[src/rtl/pipe_fwd_tracker_if.sv]
// Bundle of issue, operand, result and forwarding signals between the decode
// stage / datapath and the forwarding tracker.
interface pipe_fwd_tracker_if #(
    parameter int NSTAGES = 3,
    parameter int NSRC    = 2,
    parameter int XLEN    = 64,
    parameter int RADDR   = 5,
    parameter int SELW    = $clog2(NSTAGES + 1)
);
    logic                    hold;
    logic [NSTAGES-1:0]      flush_mask;
    logic                    issue_valid;
    logic                    issue_wen;
    logic [RADDR-1:0]        issue_dst;
    logic                    issue_late;
    logic [SELW-1:0]         issue_lat;
    logic [NSRC*RADDR-1:0]   src_ra;
    logic [NSRC-1:0]         src_used;
    logic [NSTAGES*XLEN-1:0] stage_wd;
    logic [NSRC*SELW-1:0]    fwd_sel;
    logic [NSRC*XLEN-1:0]    fwd_data;
    logic                    stall;
    logic [31:0]             stall_cnt;

    // Decode stage and datapath side
    modport master (
        output hold, flush_mask, issue_valid, issue_wen, issue_dst,
               issue_late, issue_lat, src_ra, src_used, stage_wd,
        input  fwd_sel, fwd_data, stall, stall_cnt
    );

    // Tracker side
    modport slave (
        input  hold, flush_mask, issue_valid, issue_wen, issue_dst,
               issue_late, issue_lat, src_ra, src_used, stage_wd,
        output fwd_sel, fwd_data, stall, stall_cnt
    );
endinterface

[src/rtl/pipe_fwd_tracker.sv]
// Forwarding / hazard tracker beside decode. Keeps a shift pipeline of
// in-flight register writes for NSTAGES post-decode stages, resolves the
// forwarding source for each decode operand and stalls decode when the
// youngest producer of an operand has not yet produced its result.
module pipe_fwd_tracker #(
    parameter int NSTAGES = 3,
    parameter int NSRC    = 2,
    parameter int XLEN    = 64,
    parameter int RADDR   = 5,
    parameter int SELW    = $clog2(NSTAGES + 1)
) (
    input logic               clk,
    input logic               reset,
    pipe_fwd_tracker_if.slave bus
);

    // Saturating increment for the stall counter
    function automatic logic [31:0] sat_inc(input logic [31:0] x);
        return (&x) ? x : x + 32'd1;
    endfunction

    // Per-stage tracked write: valid, writes-register, destination, first
    // stage index at which the result is available.
    logic [NSTAGES-1:0] stg_v;
    logic [NSTAGES-1:0] stg_wen;
    logic [RADDR-1:0]   stg_dst [NSTAGES];
    logic [SELW-1:0]    stg_lat [NSTAGES];
    logic [31:0]        stall_cnt_q;

    logic [NSRC*SELW-1:0] sel_c;
    logic [NSRC*XLEN-1:0] data_c;
    logic [NSRC-1:0]      nrdy_c;
    logic                 stall_c;

    // Operand lookup: scan oldest to youngest so the youngest match overwrites
    always_comb begin
        sel_c  = '0;
        data_c = '0;
        nrdy_c = '0;
        for (int s = 0; s < NSRC; s++) begin
            if (bus.src_used[s] && (bus.src_ra[s*RADDR +: RADDR] != '0)) begin
                for (int k = NSTAGES - 1; k >= 0; k--) begin
                    if (stg_v[k] && stg_wen[k] &&
                        (stg_dst[k] == bus.src_ra[s*RADDR +: RADDR])) begin
                        if (k >= int'(stg_lat[k])) begin
                            sel_c[s*SELW +: SELW]  = SELW'(k + 1);
                            data_c[s*XLEN +: XLEN] = bus.stage_wd[k*XLEN +: XLEN];
                            nrdy_c[s]              = 1'b0;
                        end else begin
                            sel_c[s*SELW +: SELW]  = '0;
                            data_c[s*XLEN +: XLEN] = '0;
                            nrdy_c[s]              = 1'b1;
                        end
                    end
                end
            end
        end
        stall_c = bus.issue_valid & (|nrdy_c);
    end

    assign bus.fwd_sel   = sel_c;
    assign bus.fwd_data  = data_c;
    assign bus.stall     = stall_c;
    assign bus.stall_cnt = stall_cnt_q;

    // Stage shift with flush and hold; flush still lands while held
    always_ff @(posedge clk or posedge reset) begin
        if (reset) begin
            stg_v       <= '0;
            stg_wen     <= '0;
            stall_cnt_q <= '0;
            for (int k = 0; k < NSTAGES; k++) begin
                stg_dst[k] <= '0;
                stg_lat[k] <= '0;
            end
        end else if (bus.hold) begin
            for (int k = 0; k < NSTAGES; k++) begin
                if (bus.flush_mask[k]) begin
                    stg_v[k] <= 1'b0;
                end
            end
        end else begin
            stg_v[0]   <= bus.issue_valid & ~stall_c & ~bus.flush_mask[0];
            stg_wen[0] <= bus.issue_wen;
            stg_dst[0] <= bus.issue_dst;
            stg_lat[0] <= bus.issue_late ? bus.issue_lat : '0;
            for (int k = 1; k < NSTAGES; k++) begin
                stg_v[k]   <= stg_v[k-1] & ~bus.flush_mask[k];
                stg_wen[k] <= stg_wen[k-1];
                stg_dst[k] <= stg_dst[k-1];
                stg_lat[k] <= stg_lat[k-1];
            end
            if (stall_c) begin
                stall_cnt_q <= sat_inc(stall_cnt_q);
            end
        end
    end

endmodule

[src/flat_wrapper.sv]
// flat-port wrapper written by rule: the top's interface ports become plain ports
module pipe_fwd_tracker_flat 
#(
    parameter int NSTAGES = 3,
    parameter int NSRC    = 2,
    parameter int XLEN    = 64,
    parameter int RADDR   = 5,
    parameter int SELW    = $clog2(NSTAGES + 1)
)
  (clk, reset, bus_hold, bus_flush_mask, bus_issue_valid, bus_issue_wen, bus_issue_dst, bus_issue_late, bus_issue_lat, bus_src_ra, bus_src_used, bus_stage_wd, bus_fwd_sel, bus_fwd_data, bus_stall, bus_stall_cnt);
  pipe_fwd_tracker_if #(.NSTAGES(NSTAGES), .NSRC(NSRC), .XLEN(XLEN), .RADDR(RADDR), .SELW(SELW)) bus_i ();
  input logic clk;
  input logic reset;
  input wire logic [$bits(bus_i.hold)-1:0] bus_hold;
  input wire logic [$bits(bus_i.flush_mask)-1:0] bus_flush_mask;
  input wire logic [$bits(bus_i.issue_valid)-1:0] bus_issue_valid;
  input wire logic [$bits(bus_i.issue_wen)-1:0] bus_issue_wen;
  input wire logic [$bits(bus_i.issue_dst)-1:0] bus_issue_dst;
  input wire logic [$bits(bus_i.issue_late)-1:0] bus_issue_late;
  input wire logic [$bits(bus_i.issue_lat)-1:0] bus_issue_lat;
  input wire logic [$bits(bus_i.src_ra)-1:0] bus_src_ra;
  input wire logic [$bits(bus_i.src_used)-1:0] bus_src_used;
  input wire logic [$bits(bus_i.stage_wd)-1:0] bus_stage_wd;
  output wire logic [$bits(bus_i.fwd_sel)-1:0] bus_fwd_sel;
  output wire logic [$bits(bus_i.fwd_data)-1:0] bus_fwd_data;
  output wire logic [$bits(bus_i.stall)-1:0] bus_stall;
  output wire logic [$bits(bus_i.stall_cnt)-1:0] bus_stall_cnt;
  assign bus_i.hold = bus_hold;
  assign bus_i.flush_mask = bus_flush_mask;
  assign bus_i.issue_valid = bus_issue_valid;
  assign bus_i.issue_wen = bus_issue_wen;
  assign bus_i.issue_dst = bus_issue_dst;
  assign bus_i.issue_late = bus_issue_late;
  assign bus_i.issue_lat = bus_issue_lat;
  assign bus_i.src_ra = bus_src_ra;
  assign bus_i.src_used = bus_src_used;
  assign bus_i.stage_wd = bus_stage_wd;
  assign bus_fwd_sel = bus_i.fwd_sel;
  assign bus_fwd_data = bus_i.fwd_data;
  assign bus_stall = bus_i.stall;
  assign bus_stall_cnt = bus_i.stall_cnt;
  pipe_fwd_tracker #(.NSTAGES(NSTAGES), .NSRC(NSRC), .XLEN(XLEN), .RADDR(RADDR), .SELW(SELW)) u_core (.clk(clk), .reset(reset), .bus(bus_i));
endmodule
[config.mk]
export PLATFORM = sky130hd
export DESIGN_NAME = pipe_fwd_tracker_flat
export DESIGN_NICKNAME = d
export VERILOG_FILES = /design/src/rtl/pipe_fwd_tracker_if.sv /design/src/rtl/pipe_fwd_tracker.sv /design/src/flat_wrapper.sv
export SDC_FILE = /design/constraint.sdc
export NUM_CORES = 1
export LEC_CHECK = 0
export CAP_MARGIN = 20
export CORE_AREA = 2 2 151 153
export CTS_BUF_LIST = sky130_fd_sc_hd__clkbuf_8
export DETAILED_ROUTE_END_ITERATION = 12
export DIE_AREA = 0 0 153 155
export PLACE_DENSITY = 0.65
export SLEW_MARGIN = 30
export SYNTH_ARGS = -nofsm -noshare
export SYNTH_HDL_FRONTEND = slang
export SYNTH_SLANG_ARGS = --single-unit
[constraint.sdc]
create_clock -name clk -period 10.5 [get_ports clk]
set_clock_uncertainty 0.05 [all_clocks]
set_input_delay 3.15 -clock clk [delete_from_list [all_inputs] [get_ports clk]]
set_output_delay 3.15 -clock clk [all_outputs]
set_load 0.1 [all_outputs]
; ---- Yosys cells after proc, flatten, opt, wreduce, memory -nomap -nowiden
; Cells that the tools add are included.
[totals]
ff_bits = 59
output_inout_bits = 165
elab_cells = 89
[classes]
add_sub_neg = 1
magnitude_cmp = 3
eq_ne = 9
muxes = 38
bitwise = 11
reduce_logical = 16
[ops]
columns = op, count
row1 = 64-bit two-way mux, 11
row2 = "32-bit by 1-bit adder with 32-bit output, second input constant", 1
row3 = 32-bit AND reduction, 1
row4 = 5-bit == test, 6
row5 = 2-bit two-way mux, 11
row6 = 1-bit two-way mux, 15
row7 = 1-bit logical AND, 11
row8 = 5-bit nonzero test, 2
row9 = "2-bit by 1-bit inequality test with 1-bit output, second input constant", 3
row10 = 1-bit inverter, 6
row11 = 1-bit bitwise AND, 5
row12 = "1-bit by 2-bit >= comparator with 1-bit output, first input constant", 2
row13 = 3-bit two-way mux, 1
row14 = 3-bit AND reduction, 1
row15 = "2-bit >= comparator, first input constant", 1
row16 = 2-bit OR reduction, 1

; ---- Depth between registers and ports, before layout
[logic_depth]
word_depth = 12
depth_mapped = 9
ltp_nobuf = 7

; ---- Least setup slack after synthesis
; Ideal clock, no wire load.
[synth_path]
kind = in2out
startpoint = in bus_src_ra[3]
endpoint = out bus_fwd_data[14]
t_arrival_ps = 6963
setup_slack_ps = 337
cell_stages = 7
path_buffers = 2
cell_sequence = xor2_1 > nor4_2 > and2_1 > clkbuf_1 > clkbuf_1 > nand3_1 > a311oi_1
[synth_via]
elab_chain_len = 6
elab_cells_between_ends = 12
[synth_lines]
columns = item, line
row1 = "start, declared", flat_wrapper.sv:21  ; input wire logic [$bits(bus_i.src_ra)-1:0] bus_src_ra;
row2 = 5-bit == test, pipe_fwd_tracker.sv:44  ; (stg_dst[k] == bus.src_ra[s*RADDR +: RADDR])) begin
row3 = 1-bit logical AND, pipe_fwd_tracker.sv:43  ; if (stg_v[k] && stg_wen[k] &&
row4 = 64-bit two-way mux (3 in series), pipe_fwd_tracker.sv:43
row5 = 64-bit two-way mux (*), pipe_fwd_tracker.sv:41  ; if (bus.src_used[s] && (bus.src_ra[s*RADDR +: RADDR] != '0)) begin
row6 = "end, declared", flat_wrapper.sv:25  ; output wire logic [$bits(bus_i.fwd_data)-1:0] bus_fwd_data;
; Mark *: on every way between the ends. The rest lies on a longest branch, timed or not.

; ---- Worst setup path after layout
[layout_path]
startpoint = in bus_src_ra[6]
endpoint = out bus_fwd_data[95]
; The elaborated chain is that of the path after synthesis.

==> flow_summary.yaml <==
place:
  placed_cells: 1454
  place.gp.congestion: 0.953
  post-dp-hpwl_um: 23900
  port_buffers: 384
  placed_cell_area_sq_mm: 0.0102
  pre_cts_slack_ns: 1.16
setup_path:
  worstSetupPathType: "in2out"
  endpoint_kind: "output pin"
  critPathRequiredTime_ns: 7.30
  path_cells: "clkdlybuf4s50_1 > xor2_1 > nor3_1 > o2111a_1 > and3b_2 > buf_4 > a22o_1 > nand2_1 > a21oi_1 > buf_4"
  crit_top_cell: "buf_4"
  max_stage_delay_ns: 0.70
  slowest_stage: "and3b_2"
  path_max_fanout: 30
  worst_path_dominant_cell_family: "buffers and inverters"
  cp.arrival_ns: 6.22
  cp-start-kind: "primary input"
  worst-path-buf-inv: 3
yosys:
  synth_ff_type: "dfrtp_1"
  ys_types: 50
  syn_nets: 1086
  yosysSeqAreaShare_pct: 23.0
  yosysWarnings: 0
  synth_edf_count: 0
  syn_area_per_cell_sq_um: 7.42
  synthCells: 865
  synth_seq_cells: 59
  ys_async_sr_fraction_pct: 100
  synth_area_sq_mm: 0.00642
clock_network:
  post_cts.repair.setup_buffers: 0
  clock_sinks: 59
  numCtsBuffers: 9
  cts_resized: 0
  postCtsHoldBufs: 0
  clock-root-buffer: "clkbuf_8"
  insertion_delay_ns: 0.34
  cts_tree: "yes"
  clk_path_buf_depth: 2
  htreeDepth: 3
  clk_pin_slew_ns: 0.06
global_route:
  grt_pass1_vias: 8254
  grt_pass1_wl_um: 49800
  grt_antenna_before_repair: 15
  grt_overflow: 0
  grt.total_usage_pct: 26.2
  grt_start_max_net_pins: 78
power:
  power_uw: 691
  p_sw_uw: 221
  powerDensity_mw_per_mm2: 66.5
  p_clk_share_pct: 28.3
  pwr-share-comb_pct: 34.5
  switching_share_pct: 32.0
  p_int_uw: 469
  power.leakage_uw: 0.00407
  irDropWorstVdd_uv: 73.0
  seq_power_share_pct: 37.2
detailed_routing:
  antenna_left: 0
  drt-vias-per-instance: 5.95
  wl_met1_um: 13200
  wl_met3_um: 3160
  drt-initial-drc-count: 997
  firstDrtPassIters: 6
  drt-total-wl_um: 33600
  dr_total_vias: 8836
  dr.max_layer_used: "met5"
  wl_met2_um: 15900
  drc: 0
  routedWlPerCell_um: 22.6
floorplan:
  core_area_sq_mm: 0.0222
  initial_core_util_pct: 28.9
  die-area_sq_mm: 0.0237
  die_h_um: 155
  rows: 55
  ios: 385
  dieWidth_um: 153
timing:
  final_max_slew_viol_count: 0
  min_period_over_period_pct: 89.7
  timing.final.crit_period_ns: 9.42
  final_hold_viol_count: 0
  relSlewSlack_pct: 32.0
  totalNegativeSetupSlack_ns: 0
  fmax_mhz: 106
  worst_pin_slew_ns: 1.02
  finalSetupViolations: 0
  fin_ws_ns: 1.08
  rsz0062_at_grt: "false"
layout:
  syn2layout_area_growth_pct: 61.7
  layoutNonFillerInstCount: 1484
  fin_nets: 1401
  drive_gt1_share_pct: 17.7
  stdcell_area_sq_mm: 0.0104
hold_path:
  min_path_type: "reg2reg"
status:
  status: "complete, no violations"
run:
  maxCapViolCount: 0
## synthesized netlist by cell type (21+ instances only)
cell	number	area share (%)
a21oi_1	123	9.6
a221oi_1	92	13
clkbuf_1	86	5.0
dfrtp_1	59	23
mux2_2	21	3.7
nand2_1	44	2.6
nand3_1	43	3.4
nor2_1	33	1.9
nor2b_1	55	5.4
nor3_1	116	9.0
xnor2_1	24	3.3
xor2_1	37	5.0
## placed cells by master, fill, tap and decap left out, types with 37 or more instances in the layout
cell type / synthesis / final
nand2_1: 44 / 44
dfrtp_1: 59 / 58
clkdlybuf4s50_1: 0 / 251
buf_4: 2 / 153
xor2_1: 37 / 37
nand3_1: 43 / 42
a21oi_1: 123 / 123
nor3_1: 116 / 114
a221oi_1: 92 / 92
nor2b_1: 55 / 55
## power by group through the flow
stage,registers (uW),clock network [uW],logic [uW]
6_report,257,196,238
3_3_place_gp,261,0,234
4_1_cts,257,203,237
2_1_floorplan,260,0,108
3_5_place_dp,261,0,236
5_1_grt,259,212,252
## logic make-up after synthesis
family,share of synthesized area [%]
DFF,23.0
AOI/OAI and AO/OA,29.9
xor gates and xnor gates,8.32
muxes,4.23
adders and majority gates,0.195
buffers and inverters,6.68
and+or+nand+nor,27.6
## cell type report
| type | count | area, sq um |
|---|---|---|
| fillers | 2247 | 11800 |
| multi-input cells | 698 | 4590 |
| repair buffers | 407 | 3720 |
| flip-flops and latches | 59 | 1480 |
| well taps | 285 | 357 |
| clock buffers | 10 | 138 |
| clock inverters | 6 | 50.0 |
| diodes | 14 | 35.0 |
| inverters | 5 | 18.8 |
## worst paths after layout
check,start,cells after the start,slack [ns],end
worst max-delay path,bus_src_ra[6],10,1.08,bus_fwd_data[95]
worst max register to register,u_core.stg_dst[13],8,7.20,u_core.bus.stall_cnt[14]
min in group asynchronous,reset,3,3.29,u_core.stg_dst[12]
max in group asynchronous,reset,3,6.58,u_core.stg_lat[3]
worst min-delay path,u_core.bus.stall_cnt[29],1,0.44,u_core.bus.stall_cnt[29]
worst min register to register,u_core.bus.stall_cnt[29],1,0.44,u_core.bus.stall_cnt[29]
## metal layers
| layer | track usage (%) | vias to the layer above |
|---|---|---|
| met5 | 0 | - |
| met4 | 10.8 | 4 |
| met3 | 6.35 | 76 |
| met2 | 42.5 | 565 |
| met1 | 33.4 | 4231 |
| li1 | - | 3960 |
## state kept, by name, indices dropped and copies added, names as in the netlist
signal and flops:
u_core.bus.stall_cnt 32, u_core.stg_dst 15, u_core.stg_lat 6, u_core.stg_v 3, u_core.stg_wen 3
## metrics by stage
stage               hold slack (ns)  util, %
floorplan                     0.403        -
global placement              0.427     45.7
detailed placement            0.429     45.7
CTS                           0.442     46.6
global route                  0.450     46.7
finish                        0.439     46.7
## worst register-to-register path, cell delays in order (launching register included)
cell and delay [ns]:
dfrtp_1 0.43, xor2_1 0.18, nor4_1 0.55, and3_2 0.69, a221o_1 0.26, a32oi_2 0.06, buf_4 0.25, or4_1 0.58
xnor2_1 0.14
Note: power is estimated with default switching activity, not from simulation.
